### src/rtl/ieee754_pkg.sv
// ieee754_pkg: shared field widths, integer limits and FSM states for the float/int converters
package ieee754_pkg;
  localparam int EXP_W = 8;
  localparam int MANT_W = 23;
  localparam int BIAS = 127;
  localparam int EXP_MAX = 255;
  localparam int INT_W = 32;
  localparam logic [INT_W-1:0] INT_MAX = 32'h7FFF_FFFF;
  localparam logic [INT_W-1:0] INT_MIN = 32'h8000_0000;
  typedef enum logic [2:0] {IDLE, CLASSIFY, SHIFT, SIGN, OUT} state_t;
endpackage

### src/rtl/ieee754_classify.sv
// ieee754_classify: decodes exponent/mantissa into special-case flags, unbiased exponent and shift plan
module ieee754_classify
  import ieee754_pkg::*;
(
  input  logic [EXP_W-1:0]        exp_i,
  input  logic [MANT_W-1:0]       mant_i,
  output logic                    is_nan_o,
  output logic                    is_inf_o,
  output logic                    is_zero_or_denorm_o,
  output logic signed [EXP_W:0]   e_o,
  output logic [4:0]              cnt_o,
  output logic                    left_o
);
  logic signed [EXP_W:0] d;
  assign is_nan_o = exp_i == EXP_W'(EXP_MAX) && |mant_i;
  assign is_inf_o = exp_i == EXP_W'(EXP_MAX) && !(|mant_i);
  assign is_zero_or_denorm_o = exp_i == '0;
  assign e_o = $signed({1'b0, exp_i}) - (EXP_W+1)'(BIAS);
  // distance of the binary point from the mantissa LSB; only meaningful for 0 <= e <= 30
  assign d = e_o - (EXP_W+1)'(MANT_W);
  assign cnt_o = 5'(d[EXP_W] ? -d : d);
  assign left_o = !d[EXP_W] && d != '0;
endmodule

### src/rtl/ieee754_to_int.sv
// ieee754_to_int: iterative single-precision float to int32 converter, truncating toward zero
module ieee754_to_int
  import ieee754_pkg::*;
(
  input  logic             clk,
  input  logic             rst,
  input  logic             in_valid,
  output logic             in_ready,
  input  logic [31:0]      ieee754,
  output logic             out_valid,
  input  logic             out_ready,
  output logic [INT_W-1:0] result,
  output logic             invalid,
  output logic             inexact
);
  state_t state_q, state_d;
  logic [31:0] word_q, word_d;
  logic [INT_W-1:0] acc_q, acc_d, res_q, res_d;
  logic [4:0] cnt_q, cnt_d, cnt;
  logic dir_q, dir_d, sticky_q, sticky_d, inv_q, inv_d, inx_q, inx_d;
  logic is_nan, is_inf, is_zd, left, neg, big, is_min, special;
  logic signed [EXP_W:0] e;
  ieee754_classify u_cls (
    .exp_i(word_q[30:23]),
    .mant_i(word_q[22:0]),
    .is_nan_o(is_nan),
    .is_inf_o(is_inf),
    .is_zero_or_denorm_o(is_zd),
    .e_o(e),
    .cnt_o(cnt),
    .left_o(left)
  );
  assign neg = e[EXP_W];
  assign big = e >= 9'sd31;
  assign is_min = word_q[31] && word_q[30:23] == 8'(BIAS + 31) && word_q[22:0] == '0;
  assign special = is_nan | is_inf | is_zd | neg | big;
  // special results are loaded as magnitudes so SIGN's negation leaves them unchanged
  always_comb begin
    state_d = state_q;
    word_d = word_q;
    acc_d = acc_q;
    cnt_d = cnt_q;
    dir_d = dir_q;
    sticky_d = sticky_q;
    res_d = res_q;
    inv_d = inv_q;
    inx_d = inx_q;
    case (state_q)
      IDLE: begin
        word_d = in_valid ? ieee754 : word_q;
        state_d = in_valid ? CLASSIFY : IDLE;
      end
      CLASSIFY: begin
        inv_d = is_nan | is_inf | (big & !is_min);
        inx_d = 1'b0;
        sticky_d = is_zd ? |word_q[22:0] : neg;
        acc_d = (is_nan | is_zd | neg) ? '0 :
                (is_inf | big) ? (word_q[31] ? INT_MIN : INT_MAX) :
                {8'b0, 1'b1, word_q[22:0]};
        cnt_d = cnt;
        dir_d = left;
        state_d = (special || cnt == 5'd0) ? SIGN : SHIFT;
      end
      SHIFT: begin
        acc_d = dir_q ? acc_q << 1 : acc_q >> 1;
        sticky_d = sticky_q | (!dir_q & acc_q[0]);
        cnt_d = cnt_q - 5'd1;
        state_d = cnt_q == 5'd1 ? SIGN : SHIFT;
      end
      SIGN: begin
        res_d = word_q[31] ? -acc_q : acc_q;
        inx_d = sticky_q;
        state_d = OUT;
      end
      OUT: state_d = out_ready ? IDLE : OUT;
      default: state_d = IDLE;
    endcase
  end
  always_ff @(posedge clk or posedge rst) begin
    if (rst) begin
      state_q <= IDLE;
      word_q <= '0;
      acc_q <= '0;
      cnt_q <= '0;
      dir_q <= 1'b0;
      sticky_q <= 1'b0;
      res_q <= '0;
      inv_q <= 1'b0;
      inx_q <= 1'b0;
    end else begin
      state_q <= state_d;
      word_q <= word_d;
      acc_q <= acc_d;
      cnt_q <= cnt_d;
      dir_q <= dir_d;
      sticky_q <= sticky_d;
      res_q <= res_d;
      inv_q <= inv_d;
      inx_q <= inx_d;
    end
  end
  assign in_ready = state_q == IDLE;
  assign out_valid = state_q == OUT;
  assign result = res_q;
  assign invalid = inv_q;
  assign inexact = inx_q;
endmodule

### config.mk
export PLATFORM = sky130hd
export DESIGN_NAME = ieee754_to_int
export DESIGN_NICKNAME = d
export VERILOG_FILES = /design/src/rtl/ieee754_pkg.sv /design/src/rtl/ieee754_classify.sv /design/src/rtl/ieee754_to_int.sv
export SDC_FILE = /design/constraint.sdc
export NUM_CORES = 1
export LEC_CHECK = 0
export BUFFER_PORTS_ARGS = -buffer_cell sky130_fd_sc_hd__buf_4
export CAP_MARGIN = 20
export CORE_UTILIZATION = 25
export DETAILED_ROUTE_END_ITERATION = 8
export GPL_TIMING_DRIVEN = 0
export PLACE_DENSITY_LB_ADDON = 0.25
export SKIP_LAST_GASP = 1
export SLEW_MARGIN = 10
export SYNTH_ARGS = -nofsm -noshare
export SYNTH_HDL_FRONTEND = slang
export SYNTH_SLANG_ARGS = --single-unit
### constraint.sdc
create_clock -name clk -period 2.92 [get_ports clk]
set_clock_uncertainty 0.05 [all_clocks]
set_input_delay 0.292 -clock clk [delete_from_list [all_inputs] [get_ports clk]]
set_output_delay 0.292 -clock clk [all_outputs]
set_load 0.005 [all_outputs]
==> results.yml, run 1 <==
critical_path:
  path_max_fanout: 10
  arrival_ps: 3000
  reg2reg_from: "word_q[23]"
  path_class: "reg2reg"
  critPathTopFamily: "compound AO/OA/AOI/OAI gates"
  worstPathRequired_ps: 3150
  path_buf_inv: 3
  rr_worst_depth: 10
  r2r_slack_ps: 150
  max_stage_delay_ps: 400
  reg2reg_to: "acc_q[31]"
  crit_path_top_delay_cell: "ha_1"
  worstSetupStartpointType: "flip-flop"
  worst_setup_path_end_kind: "flip-flop"
  cp_cell_sequence: "buf_2 > inv_1 > ha_1 > nor2b_1 > o21ai_0 > a21o_1 > a21oi_4 > clkbuf_4 > nand3_1 > a31oi_1"
cells_and_area:
  multi_input_area_um2: 3030
  post-route-util_pct: 31.1
  n_antenna_cell: 0
  fin_cells: 1020
  nNetsFinal: 739
  fin_area_um2: 7290
  layout-drive-gt1-share_pct: 22.5
  final_cell_mix: "dfrtp_1 (108), nand2_1 (88), buf_4 (72)"
  fill_cells: 2503
  seqCellArea_um2: 2700
  final_common_cell: "dfrtp_1"
  area_growth_pct: 21.9
floorplan:
  die_h_um: 157
  coreArea_um2: 23500
  ioPinCount: 72
  die_w_um: 157
  dieArea_um2: 24600
  start_util_pct: 25.5
  rows: 56
status:
  status: "finished, violations left"
  violations: "hold timing"
route:
  first_pass_iters: 4
  vias: 4766
  vias_per_cell: 4.67
  wl_per_cell_um: 16.0
  drcViolationCount: 0
  drt-initial-drc-count: 232
  ant_nets: 0
  routed_wl_mm: 16.3
logic_synthesis:
  synth_cells: 611
  synth_seq_area_share_pct: 45.2
  synthMuxAreaShare_pct: 10.8
  syn_avg_cell_area_um2: 9.80
  synth_edf_count: 0
  syn_nets: 654
  synth_seq_cells: 108
  syn-cell-area_um2: 5990
  synthSimpleGateAreaFrac_pct: 16.1
  synth_xor_area_share_pct: 6.00
  synthAdderAreaFrac_pct: 1.46
  synth_compound_area_share_pct: 16.1
  synthArstFlopShare_pct: 100
  ys.flop_type: "dfrtp_1"
  yosysWarnings: 0
  ys_types: 62
  synth_top_family_by_area: "simple AND/OR/NAND/NOR gates"
clock_network:
  insertion_delay_ps: 360
  cts-root-buf: "clkbuf_16"
  clock-sinks: 108
  clock_path_buffers: 2
  htreeDepth: 3
  cts_tree: "built"
  cts_resized: 0
  cts_hold_buf: 0
  cts_buffers: 9
  cts.clk_slew.worst_paths_ps: 80
  postCtsSetupRepairBufs: 0
power:
  ir_drop_mv: 0.337
  powerDensity_nw_per_um2: 1150
  leakage_nw: 3.21
  finalPower_mw: 8.39
sta:
  rsz0062_at_grt: "true"
  setup-violations-final: 0
  report.final.slew_viol_count: 0
  fin_ws_ps: 151
  hold_ws_ps: -15.0
  max_freq_mhz: 361
  finalSetupTns_ps: 0
  fin_crit_ps: 2770
  finalHoldViolCount: 24
  relSlewSlack_pct: 53.2
  tightestPinTransition_ps: 702
  finalCritPeriodShare_pct: 94.8
placed_design:
  dp.cells: 1004
  gp_congestion: 0.754
  numPortBuffers: 71
  placement.setup.worst_slack_ps: 126
  dp_hpwl_mm: 12.3
  post_dp_cell_area_um2: 6980
global_route:
  grt_overflow: 0
  grtUsageTotal_pct: 14.1
  grt_pass1_wl_mm: 27.0
  grt_pass1_vias: 4828
  antenna_found_initial: 0
  grt_max_degree: 32
job:
  drv_cap: 0
min_path:
  hp-class: "in2async"
-- layout make-up --
| type | count | area share [%] |
|---|---|---|
| repair buffers | 74 | 8.13 |
| flip-flops and latches | 108 | 37.0 |
| plain buffers | 48 | 3.04 |
| inverters | 11 | 0.617 |
| multi-input cells | 444 | 41.5 |
| well taps | 319 | 5.47 |
| clock inverters | 5 | 0.823 |
| clock buffers | 11 | 3.33 |
-- kinds of logic (layout without fill, tap and decap cells) --
group / Yosys count / in the layout
AO/OA/AOI/OAI: 139 / 139
XOR/XNOR: 41 / 41
adder cells (fa/ha/maj): 7 / 7
buffers and inverters: 59 / 149
flip-flops: 108 / 108
multiplexers: 60 / 60
AND/OR/NAND/NOR: 197 / 197
-- cell usage after synthesis, types with 3 or more instances --
library cell | count | share of area [%]
xor2_1 | 36 | 5.3
xnor2_1 | 5 | 0.73
mux2_2 | 37 | 7.0
nor3_1 | 9 | 0.75
nor2b_1 | 5 | 0.52
a31oi_1 | 5 | 0.52
nand2_1 | 88 | 5.5
buf_2 | 15 | 1.3
o21ai_0 | 49 | 4.1
and3_1 | 5 | 0.52
buf_1 | 4 | 0.25
o221ai_1 | 23 | 3.4
a221o_1 | 7 | 1.2
ha_1 | 7 | 1.5
mux2i_1 | 23 | 3.8
dfrtp_1 | 108 | 45
nand3_1 | 16 | 1.3
nor2_1 | 37 | 2.3
nor4_1 | 7 | 0.73
o211ai_1 | 5 | 0.63
inv_1 | 11 | 0.69
and2_1 | 3 | 0.31
clkbuf_1 | 25 | 1.6
and3b_1 | 3 | 0.44
o41ai_1 | 3 | 0.44
nand4_1 | 3 | 0.31
a21oi_1 | 13 | 1.1
o21ai_1 | 3 | 0.25
o31ai_1 | 11 | 1.4
-- worst max-delay path by stage --
stage          startpoint        end  slack, ps  cells after the start
2_1_floorplan  word_q[23]  acc_q[31]        690                     10
3_3_place_gp   word_q[23]  acc_q[31]        110                     10
3_5_place_dp   word_q[23]  acc_q[31]        130                     10
4_1_cts        word_q[23]  acc_q[31]         90                     10
5_1_grt        word_q[23]   acc_q[4]        -20                     10
6_report       word_q[23]  acc_q[31]        150                     10
-- report_power, final --
part	leakage (nW)	switching [mW]	internal, mW
clock network	0.146	0.611	0.695
registers	1.35	0.599	2.15
logic	1.72	2.45	1.90
total	3.21	3.66	4.74
-- state kept, by name (all words and copies together) (netlist names) --
signal    count
state_q       3
dir_q         1
inexact       1
acc_q        32
word_q       32
sticky_q      1
result       32
cnt_q         5
invalid       1
-- worst reg2reg max path, cell delays in order (launching register included) --
cell,delay (ps)
dfrtp_1,350
buf_2,230
inv_1,160
ha_1,400
nor2b_1,230
o21ai_0,120
a21o_1,260
a21oi_4,300
clkbuf_4,270
nand3_1,120
a31oi_1,200
-- per-layer routing --
metal	GRT usage (%)	part of all wire [%]	routed length, um
met3	2.38	3.5	567
met5	0	0	0
met4	4.44	1.1	178
met2	20.3	42	6840
met1	21.0	53	8690
Note: power is estimated with default switching activity, not from simulation.
==> run 2: changes to the inputs <==
--- a/config.mk
+++ b/config.mk
@@ -8,6 +8,8 @@
 export BUFFER_PORTS_ARGS = -buffer_cell sky130_fd_sc_hd__buf_4
 export CAP_MARGIN = 20
 export CORE_UTILIZATION = 25
+export CTS_BUF_LIST = sky130_fd_sc_hd__clkbuf_4 sky130_fd_sc_hd__clkbuf_8 sky130_fd_sc_hd__clkbuf_16
+export CTS_CLUSTER_DIAMETER = 150
 export DETAILED_ROUTE_END_ITERATION = 8
 export GPL_TIMING_DRIVEN = 0
 export PLACE_DENSITY_LB_ADDON = 0.25
==> run 2 against run 1 <==
Effect of this change: the run still ends with hold timing left; sequential share of layout area barely moved; first-iteration DRC count did not move; register-to-register slack barely moved; cell count did not move; cell area barely moved.
==> results.yml, run 2 (synthesis gave the netlist of run 1 again) <==
floorplan:
  dieArea_um2: 24600
  ioPinCount: 72
  die_h_um: 157
  die_w_um: 157
  rows: 56
  start_util_pct: 25.5
  coreArea_um2: 23500
clock_network:
  cts_tree: "built"
  htreeDepth: 3
  insertion_delay_ps: 360
  cts.clk_slew.worst_paths_ps: 80
  cts_buffers: 9
  cts-root-buf: "clkbuf_16"
  clock_path_buffers: 2
  cts_hold_buf: 0
  clock-sinks: 108
  postCtsSetupRepairBufs: 0
critical_path:
  path_buf_inv: 3
  crit_path_top_delay_cell: "ha_1"
  path_max_fanout: 10
  cp_cell_sequence: "buf_2 > inv_1 > ha_1 > nor2b_1 > o21ai_0 > a21o_1 > a21oi_4 > clkbuf_4 > nand3_1 > a31oi_1"
  worstPathRequired_ps: 3150
  critPathTopFamily: "compound AO/OA/AOI/OAI gates"
  arrival_ps: 3000
  max_stage_delay_ps: 400
  worst_setup_path_end_kind: "flip-flop"
  path_class: "reg2reg"
  worstSetupStartpointType: "flip-flop"
sta:
  hold_ws_ps: -15.0
  setup-violations-final: 0
  fin_crit_ps: 2770
  relSlewSlack_pct: 53.2
  finalCritPeriodShare_pct: 94.8
  finalHoldViolCount: 24
  rsz0062_at_grt: "true"
  finalSetupTns_ps: 0
  report.final.slew_viol_count: 0
  tightestPinTransition_ps: 702
  max_freq_mhz: 361
power:
  power_frac_seq_pct: 32.7
  p_int_mw: 4.75
  powerDensity_nw_per_um2: 1150
  p_clk_share_pct: 15.6
  leakage_nw: 3.22
  power_frac_comb_pct: 51.7
  finalPower_mw: 8.40
  ir_drop_mv: 0.337
  power.switching_mw: 3.66
  switching_share_pct: 43.5
cells_and_area:
  post-route-util_pct: 31.1
  fin_cells: 1020
  area_growth_pct: 21.9
  nNetsFinal: 739
  final_common_cell: "dfrtp_1"
  n_antenna_cell: 0
  final_cell_mix: "dfrtp_1 (108), nand2_1 (88), buf_4 (72)"
  layout-drive-gt1-share_pct: 22.7
  fill_cells: 2501
  fin_area_um2: 7300
min_path:
  hp-class: "in2async"
route:
  wl_per_cell_um: 16.0
  vias_per_cell: 4.67
  drt-initial-drc-count: 232
  drcViolationCount: 0
  first_pass_iters: 4
  vias: 4766
  ant_nets: 0
  routed_wl_mm: 16.3
status:
  violations: "hold timing"
  status: "finished, violations left"
global_route:
  grt_overflow: 0
  grt_pass1_vias: 4828
  grt_max_degree: 32
  antenna_found_initial: 0
  grtUsageTotal_pct: 14.1
  grt_pass1_wl_mm: 27.0
placed_design:
  dp_hpwl_mm: 12.3
  numPortBuffers: 71
  gp_congestion: 0.754
  post_dp_cell_area_um2: 6980
  dp.cells: 1004
job:
  drv_cap: 0
run 2: cell type report:
type | count | area, um^2 | area share, %
Sequential cell | 108 | 2700 | 37.0
Tap cell | 319 | 399 | 5.47
Inverter | 11 | 45.0 | 0.617
Clock inverter | 5 | 60.1 | 0.823
Timing Repair Buffer | 74 | 593 | 8.13
Buffer | 48 | 221 | 3.03
Multi-Input combinational cell | 444 | 3030 | 41.5
Clock buffer | 11 | 246 | 3.38
run 2: what timing repair did:
item | in CTS | in global routing
gates resized for setup | 0 | 2
setup endpoints to repair | 0 | 29
hold endpoints to repair | 0 | 0
run 2: final timing paths:
check,end,depth (start not counted),slack [ps],startpoint
max,acc_q[31],10,150,word_q[23]
max reg2reg,acc_q[31],10,150,word_q[23]
min in group clk,word_q[24],3,80,ieee754[24]
max in group asynchronous,acc_q[6],4,2060,rst
min,cnt_q[1],2,-10,rst
min reg2reg,result[18],2,430,result[18]
run 2: metrics by stage:
step                setup slack [ps]  hold WS, ps
floorplan                        693          349
global placement                 113          408
detailed placement               126          398
CTS                             87.1         8.34
global route                   -19.9         36.1
finish                           151        -15.0
run 2: power groups by stage:
stage / Combinational, mW / Sequential, mW / Clock (mW)
after detailed placement: 4.37 / 2.77 / 0
after floorplan: 3.09 / 2.60 / 0
final: 4.34 / 2.75 / 1.31
after global placement: 4.34 / 2.77 / 0
after CTS: 4.38 / 2.74 / 1.34
after global routing: 4.88 / 2.86 / 1.41
run 2: metal layers:
layer / up-vias / global-route usage (%) / routed length (um)
met1: 2304 / 21.0 / 8690
met3: 10 / 2.38 / 567
met4: 0 / 4.44 / 178
met5: - / 0 / 0
met2: 76 / 20.3 / 6840
li1: 2376 / - / -
